==> config.mk <==
export PLATFORM = sky130hd
export DESIGN_NAME = pc_update_sequencer
export DESIGN_NICKNAME = d
export VERILOG_FILES = /design/src/rtl/pc_update_sequencer.sv
export SDC_FILE = /design/constraint.sdc
export NUM_CORES = 1
export LEC_CHECK = 0
export BUFFER_PORTS_ARGS = -buffer_cell sky130_fd_sc_hd__buf_4
export CAP_MARGIN = 20
export CORE_ASPECT_RATIO = 1.2
export CORE_MARGIN = 1
export CORE_UTILIZATION = 40
export CTS_CLUSTER_SIZE = 25
export DETAILED_ROUTE_END_ITERATION = 8
export HOLD_SLACK_MARGIN = 0.02
export PLACE_DENSITY = 0.81
export SLEW_MARGIN = 5
export SYNTH_ARGS = -nofsm -noshare
export SYNTH_HDL_FRONTEND = slang
export SYNTH_SLANG_ARGS = --single-unit
export TNS_END_PERCENT = 100
==> constraint.sdc <==
create_clock -name clk -period 1.4 [get_ports clk]
set_input_delay 0.14 -clock clk [delete_from_list [all_inputs] [get_ports clk]]
set_output_delay 0.14 -clock clk [all_outputs]
set_load 0.02 [all_outputs]
==> src/rtl/pc_update_sequencer.sv <==
// pc_update_sequencer: drives the PC-source mux select and the PC/EPC/Cause
// write enables of the multicycle CPU. Simple PC updates (SEQ/BEQ/BNE/JUMP/RTE)
// complete in one cycle. An exception runs SAVE -> FETCH -> LOAD: save EPC and
// Cause, read the handler byte from the vector table, then load the PC.
// All outputs are registered, so every strobe appears one cycle after the
// decision that produced it.
// Optional feature macro: PC_SEQ_MEM_TIMEOUT_EN. When it is defined, a 4-bit
// fetch watchdog is added, along with a sticky timeout_flag output.
module pc_update_sequencer (
  input  logic        clk,
  input  logic        reset,
  input  logic        req_valid,
  input  logic [2:0]  req_op,
  input  logic [1:0]  exc_code,
  input  logic        alu_zero,
  input  logic        mem_ready,
  input  logic [7:0]  mem_rdata,
  output logic [1:0]  pc_source_ctrl,
  output logic        pc_write,
  output logic        vec_sel,
  output logic [31:0] handler_pc,
  output logic        epc_write,
  output logic        cause_write,
  output logic [31:0] cause_out,
  output logic        mem_read,
  output logic [31:0] mem_addr,
  output logic        busy,
  output logic        done,
  output logic        req_drop
`ifdef PC_SEQ_MEM_TIMEOUT_EN
  ,
  output logic        timeout_flag
`endif
);

  typedef enum logic [1:0] {
    IDLE      = 2'd0,
    EXC_SAVE  = 2'd1,
    EXC_FETCH = 2'd2,
    EXC_LOAD  = 2'd3
  } state_t;

  localparam logic [2:0] OP_SEQ  = 3'b000;
  localparam logic [2:0] OP_BEQ  = 3'b001;
  localparam logic [2:0] OP_BNE  = 3'b010;
  localparam logic [2:0] OP_JUMP = 3'b011;
  localparam logic [2:0] OP_RTE  = 3'b100;
  localparam logic [2:0] OP_EXC  = 3'b101;

  // Vector-table slot holding the handler byte for each cause code
  function automatic logic [31:0] vec_addr(input logic [1:0] code);
    case (code)
      2'd0:    vec_addr = 32'd253;
      2'd1:    vec_addr = 32'd254;
      default: vec_addr = 32'd255;
    endcase
  endfunction

  state_t      r_state, w_next_state;
  logic [1:0]  r_code, w_code;
  logic [1:0]  r_pc_src, w_pc_src;
  logic        r_pc_write, w_pc_write;
  logic        r_vec_sel, w_vec_sel;
  logic [31:0] r_handler_pc, w_handler_pc;
  logic        r_epc_write, w_epc_write;
  logic        r_cause_write, w_cause_write;
  logic [31:0] r_cause_out, w_cause_out;
  logic        r_mem_read, w_mem_read;
  logic [31:0] r_mem_addr, w_mem_addr;
  logic        r_busy, w_busy;
  logic        r_done, w_done;
  logic        r_req_drop, w_req_drop;
`ifdef PC_SEQ_MEM_TIMEOUT_EN
  logic [3:0]  r_cnt, w_cnt;
  logic        r_timeout, w_timeout;
`endif

  // Next state and next registered output values; held values default to current
  always_comb begin
    w_next_state  = r_state;
    w_code        = r_code;
    w_pc_src      = r_pc_src;
    w_pc_write    = 1'b0;
    w_vec_sel     = 1'b0;
    w_handler_pc  = r_handler_pc;
    w_epc_write   = 1'b0;
    w_cause_write = 1'b0;
    w_cause_out   = r_cause_out;
    w_mem_read    = 1'b0;
    w_mem_addr    = r_mem_addr;
    w_done        = 1'b0;
    w_req_drop    = 1'b0;
`ifdef PC_SEQ_MEM_TIMEOUT_EN
    w_cnt         = r_cnt;
    w_timeout     = r_timeout;
`endif
    case (r_state)
      IDLE: begin
        if (req_valid) begin
          case (req_op)
            OP_SEQ:  begin w_pc_src = 2'b01; w_pc_write = 1'b1;      w_done = 1'b1; end
            OP_BEQ:  begin w_pc_src = 2'b10; w_pc_write = alu_zero;  w_done = 1'b1; end
            OP_BNE:  begin w_pc_src = 2'b10; w_pc_write = !alu_zero; w_done = 1'b1; end
            OP_JUMP: begin w_pc_src = 2'b00; w_pc_write = 1'b1;      w_done = 1'b1; end
            OP_RTE:  begin w_pc_src = 2'b11; w_pc_write = 1'b1;      w_done = 1'b1; end
            default: begin
              // EXC uses the supplied cause; illegal ops report invalid opcode
              w_code        = (req_op == OP_EXC) ? exc_code : 2'd0;
              w_next_state  = EXC_SAVE;
              w_epc_write   = 1'b1;
              w_cause_write = 1'b1;
              w_pc_src      = 2'b01;
              w_cause_out   = {30'b0, w_code};
            end
          endcase
        end
      end
      EXC_SAVE: begin
        w_req_drop   = req_valid;
        w_next_state = EXC_FETCH;
        w_mem_read   = 1'b1;
        w_mem_addr   = vec_addr(r_code);
`ifdef PC_SEQ_MEM_TIMEOUT_EN
        w_cnt        = 4'd0;
`endif
      end
      EXC_FETCH: begin
        w_req_drop = req_valid;
        if (mem_ready) begin
          w_next_state = EXC_LOAD;
          w_handler_pc = {24'b0, mem_rdata};
          w_pc_write   = 1'b1;
          w_vec_sel    = 1'b1;
          w_done       = 1'b1;
`ifdef PC_SEQ_MEM_TIMEOUT_EN
        end else if (r_cnt == 4'd14) begin
          // Fifteenth fetch cycle without data: fall back to the default handler
          w_next_state = EXC_LOAD;
          w_handler_pc = 32'h0000_00FF;
          w_pc_write   = 1'b1;
          w_vec_sel    = 1'b1;
          w_done       = 1'b1;
          w_timeout    = 1'b1;
        end else begin
          w_mem_read = 1'b1;
          w_cnt      = r_cnt + 4'd1;
`else
        end else begin
          w_mem_read = 1'b1;
`endif
        end
      end
      EXC_LOAD: begin
        w_req_drop   = req_valid;
        w_next_state = IDLE;
      end
      default: w_next_state = IDLE;
    endcase
    w_busy = (w_next_state != IDLE);
  end

  // State register with synchronous active-low reset
  always_ff @(posedge clk) begin
    if (!reset) r_state <= IDLE;
    else        r_state <= w_next_state;
  end

  // Registered outputs and latched exception context
  always_ff @(posedge clk) begin
    if (!reset) begin
      r_code        <= 2'd0;
      r_pc_src      <= 2'b01;
      r_pc_write    <= 1'b0;
      r_vec_sel     <= 1'b0;
      r_handler_pc  <= 32'd0;
      r_epc_write   <= 1'b0;
      r_cause_write <= 1'b0;
      r_cause_out   <= 32'd0;
      r_mem_read    <= 1'b0;
      r_mem_addr    <= 32'd0;
      r_busy        <= 1'b0;
      r_done        <= 1'b0;
      r_req_drop    <= 1'b0;
`ifdef PC_SEQ_MEM_TIMEOUT_EN
      r_cnt         <= 4'd0;
      r_timeout     <= 1'b0;
`endif
    end else begin
      r_code        <= w_code;
      r_pc_src      <= w_pc_src;
      r_pc_write    <= w_pc_write;
      r_vec_sel     <= w_vec_sel;
      r_handler_pc  <= w_handler_pc;
      r_epc_write   <= w_epc_write;
      r_cause_write <= w_cause_write;
      r_cause_out   <= w_cause_out;
      r_mem_read    <= w_mem_read;
      r_mem_addr    <= w_mem_addr;
      r_busy        <= w_busy;
      r_done        <= w_done;
      r_req_drop    <= w_req_drop;
`ifdef PC_SEQ_MEM_TIMEOUT_EN
      r_cnt         <= w_cnt;
      r_timeout     <= w_timeout;
`endif
    end
  end

  assign pc_source_ctrl = r_pc_src;
  assign pc_write       = r_pc_write;
  assign vec_sel        = r_vec_sel;
  assign handler_pc     = r_handler_pc;
  assign epc_write      = r_epc_write;
  assign cause_write    = r_cause_write;
  assign cause_out      = r_cause_out;
  assign mem_read       = r_mem_read;
  assign mem_addr       = r_mem_addr;
  assign busy           = r_busy;
  assign done           = r_done;
  assign req_drop       = r_req_drop;
`ifdef PC_SEQ_MEM_TIMEOUT_EN
  assign timeout_flag   = r_timeout;
`endif

endmodule

Word-level counts from Yosys, hierarchy flattened
Index checks and enable logic that the tools add are counted.

operators by class
  mux-type cells = 17
  bitwise gates (word level) = 1
  reduce and logical (&&, ||, !) cells = 15
  equal/unequal tests = 9

operators with widths
  operator                                                         count
  2-bit 2-to-1 mux                                                 4
  2-bit one-hot mux with 4 select lines                            1
  2-bit AND reduction                                              4
  3-bit by 2-bit == test with 1-bit output, second input constant  2
  3-bit == test, second input constant                             2
  1-bit 2-to-1 mux                                                 6
  1-bit one-hot mux with 2 select lines                            3
  2-bit one-hot mux with 3 select lines                            1
  3-bit AND reduction                                              2
  3-bit OR reduction                                               2
  5-bit OR reduction                                               1
  2-bit by 1-bit == test with 1-bit output, second input constant  2
  2-bit == test, second input constant                             2
  2-bit zero test                                                  2
  2-bit one-hot mux with 2 select lines                            1
  3-bit by 1-bit == test with 1-bit output, second input constant  1
  3-bit zero test                                                  1
  1-bit one-hot mux with 3 select lines                            1
  2-bit nonzero test                                               1
  2-bit OR reduction                                               1
  1-bit zero test                                                  1
  1-bit NOT                                                        1

storage, ports and cells
  input bits = 18
  output and inout port bits = 106
  register bits after elaboration = 53
  logic and storage cells = 54

Longest topological paths before layout
  depth after elaboration = 6
  depth in mapped cells = 6
  gate-level depth less buffers = 5

Worst setup path after synthesis
No wires, ideal clock.

  path type = reg2reg
  start point = reg r_state[0]
  end point = reg r_busy (netlist: busy)
  library setup time = 118 ps
  path buffers = 0
  path slack = 202 ps
  data required time = 1282 ps
  stages on the path, launching flop included = 6
  arrival time = 1081 ps
  clock period less this slack = 1198 ps
  path through = dfxtp_1 > inv_1 > ha_1 > o21ai_0 > a21o_1 > nand2_1

between the ends
  word-level cells in the longest chain between the ends = 4
  elaborated cells between the ends (all ways) = 9
  those cells by class = 3 x eq/ne; 4 x mux; 2 x reduce/logical

RTL lines
  item                                       line  RTL
  start, declared                            59    state_t r_state, w_next_state;
  start signal, assigned                     165   else r_state <= w_next_state;
  2-bit 2-to-1 mux                           100   case (req_op)
  2-bit 2-to-1 mux                           99    if (req_valid) begin
  2-bit one-hot mux with 4 select lines (*)  97    case (r_state)
  2-bit nonzero test (*)                     159   w_busy = (w_next_state != IDLE);
  end signal, assigned                       199   r_busy <= w_busy;
  end, declared                              70    logic r_busy, w_busy;

Every way passes the cells marked *; elsewhere a longest branch is shown, timed or not.
A chain may end at the register's enable or synchronous reset.

Final worst setup path
  start point = reg r_state[0]
  end point = reg r_cause_out[0] (netlist: cause_out[0])

between the ends
  word-level cells in the longest chain between the ends = 2

RTL lines
  item                                  line  RTL
  2-bit zero test                       97
  3-bit AND reduction (no source line)  n/a
  end signal, assigned                  196   r_cause_out <= w_cause_out;
  end, declared                         67    logic [31:0] r_cause_out, w_cause_out;

Every way passes these cells.

==> flow_summary_export.csv <==
group,metric,value,unit
status,outcome,"finished, final reports clean",
synth,synthArstFlopShare,0,
synth,ys_types,34,
cts,clockRootBuffer,"clkbuf_8",
synth,ys.flop_type,"dfxtp_1",
worst_setup_path,crit_arrival,1.44,ns
synth,yosysSeqAreaShare,0.299,
global_routing,track_usage,0.114,
worst_setup_path,cp_max_fo,7,
global_routing,grtUsageMet3,0.0343,
global_routing,met2_usage,0.194,
job,maxCapViolCount,0,
pwr,pwr-share-clk,0.157,
cells_and_area,syn_to_final_growth,5.22,%
route,drc,0,
cts,cts_htree_levels,1,
sta,setup_viol,0,
cells_and_area,diodes,0,
route,num_vias,1064,
sta,timing.final.crit_share,0.889,
cts,cts_tree,"yes",
placed_design,gp_congestion,0.791,
placed_design,dp_hpwl,2.00,mm
global_routing,antenna_found_initial,0,
synth,ys_seq_elements,24,
floorplan,num_io_pins,124,
floorplan,fp.dieW,59.9,um
cells_and_area,layout-drive-gt1-share,0.243,
floorplan,die_h,71.4,um
route,finalWirelength,2.53,mm
cts,cts_hold_buf,0,
worst_setup_path,start_kind,"flip-flop",
worst_setup_path,required,1.59,ns
pwr,vdd_drop_max,0.468,mV
sta,hold_viol,0,
floorplan,start_util,0.431,
cells_and_area,final_cell_area,0.00169,sq mm
route,firstDrtPassIters,2,
synth,netlist_instances,190,
sta,finClkSkew,0.00259,ns
pwr,power.switching,998,uW
cts,clk_latency,0.26,ns
placed_design,port_buffers,45,
sta,fmax,803,MHz
pwr,intPower,1.45,mW
global_routing,grt_use_met1,0.127,
cts,cts_buffers,3,
worst_setup_path,path_class,"reg -> reg",
pwr,power_leakage,0.860,nW
pwr,netSwitchingFraction,0.407,
pwr,power_frac_seq,0.367,
cts,cts_setup_buffers,0,
global_routing,overflow,0,
cts,cts_sinks,24,
sta,rsz0062_at_grt,"no",
route,routedWlPerCell,9.10,um
route,ant_nets,0,
sta,slew_viol_final,0,
route,drt-vias-per-instance,3.83,
worst_setup_path,cp-end-kind,"flip-flop",
pwr,p_comb_frac,0.476,
pwr,p_per_area,1450,mW/mm^2
cts,path_clk_slew,0.08,ns
floorplan,dieArea,0.00427,sq mm
sta,setup_tns,0,ns
global_routing,grt-busiest-layer,"met2",
global_routing,grt_pass1_wl,3.62,mm
sta,period_minus_slack,1.24,ns
synth,mappedNetlistArea,0.00161,sq mm
route,first_iter_violations,39,
synth,synth_area_per_cell,8.46,sq um
global_routing,grt_pass1_vias,763,
worst_hold_path,min_path_type,"in -> reg",
synth,synth_edf_count,0,
worst_setup_path,rrSetupSlack,0.16,ns
global_routing,grt_max_degree,22,
cells_and_area,nNetsFinal,249,
cts,clock_path_buffers,2,
synth,yosysWarnings,0,
floorplan,core,0.00372,sq mm
placed_design,place_area,0.00164,sq mm
floorplan,rows,24,
## state kept, by name (all words and copies together) (netlist names)
signal          count
vec_sel             1
mem_addr            3
done                1
pc_source_ctrl      2
mem_read            1
req_drop            1
busy                1
handler_pc          8
pc_write            1
r_state             2
cause_out           2
cause_write         1
## per-layer routing
metal | up-vias | part of all wire
met1 | 471 | 0.38
met5 | - | 0
met3 | 4 | 0.096
met2 | 67 | 0.51
li1 | 522 | -
met4 | 0 | 0.016
## worst max-delay path: stages, from the launching register on
cell and delay [ns]:
dfxtp_1 0.33, inv_1 0.10, ha_2 0.24, o2111a_2 0.25, nand4_1 0.11, a21boi_1 0.15
## stage by stage
| step | util | power (mW) | hold slack (ns) | instances | setup slack (ns) |
|---|---|---|---|---|---|
| global route | 0.454 | 2.62 | 0.139 | 278 | 0.0174 |
| CTS | 0.452 | 2.46 | 0.126 | 278 | 0.0685 |
| finish | 0.454 | 2.45 | 0.134 | 278 | 0.155 |
| floorplan | - | 1.90 | 0.285 | 267 | 0.202 |
| detailed placement | 0.441 | 2.06 | 0.408 | 275 | 0.0817 |
| global placement | 0.441 | 2.04 | 0.404 | 275 | 0.137 |
## kinds of logic after synthesis
kind of cell / synth area share
AO/OA/AOI/OAI: 0.118
XOR/XNOR: 0.00545
adder cells (fa/ha/maj): 0.0234
buffers and inverters: 0.421
flip-flops: 0.299
multiplexers: 0.00623
other: 0.00233
AND/OR/NAND/NOR: 0.125
## cell type report
| cell class | instances | area (sq um) |
|---|---|---|
| flip-flops and latches | 24 | 480 |
| well taps | 52 | 65.1 |
| multi-input cells | 150 | 747 |
| clock buffers | 3 | 41.3 |
| repair buffers | 46 | 345 |
| fillers | 396 | 2030 |
| inverters | 3 | 11.3 |
## synthesized netlist by cell type (all sizes together) (2+ instances only)
cell,number,area share
nor2,3,0.0070
dfxtp,24,0.30
a21oi,4,0.012
and2,4,0.017
inv,3,0.0070
a21boi,10,0.047
buf,88,0.41
o21a,2,0.0093
clkbuf,2,0.0047
nand2b,2,0.012
nand2,21,0.049
ha,3,0.023
o21ai,6,0.019
nand4,3,0.012
## worst paths after layout
| path | startpoint | endpoint | depth (start not counted) |
|---|---|---|---|
| setup / recovery | r_state[0] | cause_out[0] | 5 |
| hold / removal | mem_rdata[4] | handler_pc[4] | 3 |
| setup reg to reg | r_state[0] | cause_out[0] | 5 |
| hold reg to reg | handler_pc[4] | handler_pc[4] | 2 |
## placed cells by master (no fill, tap or decap)
master / instances
conb_1: 78
o2111a_2: 1
nor2b_1: 1
o21ai_0: 5
and2b_1: 1
nand2_2: 1
a21boi_0: 8
ha_2: 1
and3b_1: 1
ha_1: 2
o211ai_1: 1
o21ai_1: 1
buf_4: 46
and3_1: 1
a21o_1: 1
mux2i_1: 1
dfxtp_1: 24
and2_1: 2
o21a_1: 2
nand2b_4: 1
a21boi_1: 2
inv_1: 3
nand2_1: 20
o2111ai_1: 1
or3b_1: 1
a21oi_1: 4
nand3b_1: 1
clkbuf_8: 3
xor2_1: 1
and2_4: 2
nor2_1: 3
nand4_1: 3
nand2b_1: 1
o22ai_1: 1
a31oi_1: 1
## power by group through the flow
stage               sequential, mW  combinational [mW]  clock [mW]
global placement             0.911                1.13           0
detailed placement           0.915                1.15           0
finish                       0.899                1.17       0.385
global route                 0.919                1.27       0.436
CTS                          0.902                1.15       0.405
floorplan                     1.04               0.861           0
## what timing repair did
item | CTS | global route
setup endpoints to repair | 0 | 11
hold endpoints to repair | 0 | 0
gates resized for setup | 0 | 5
(Power assumes the default switching activity.)
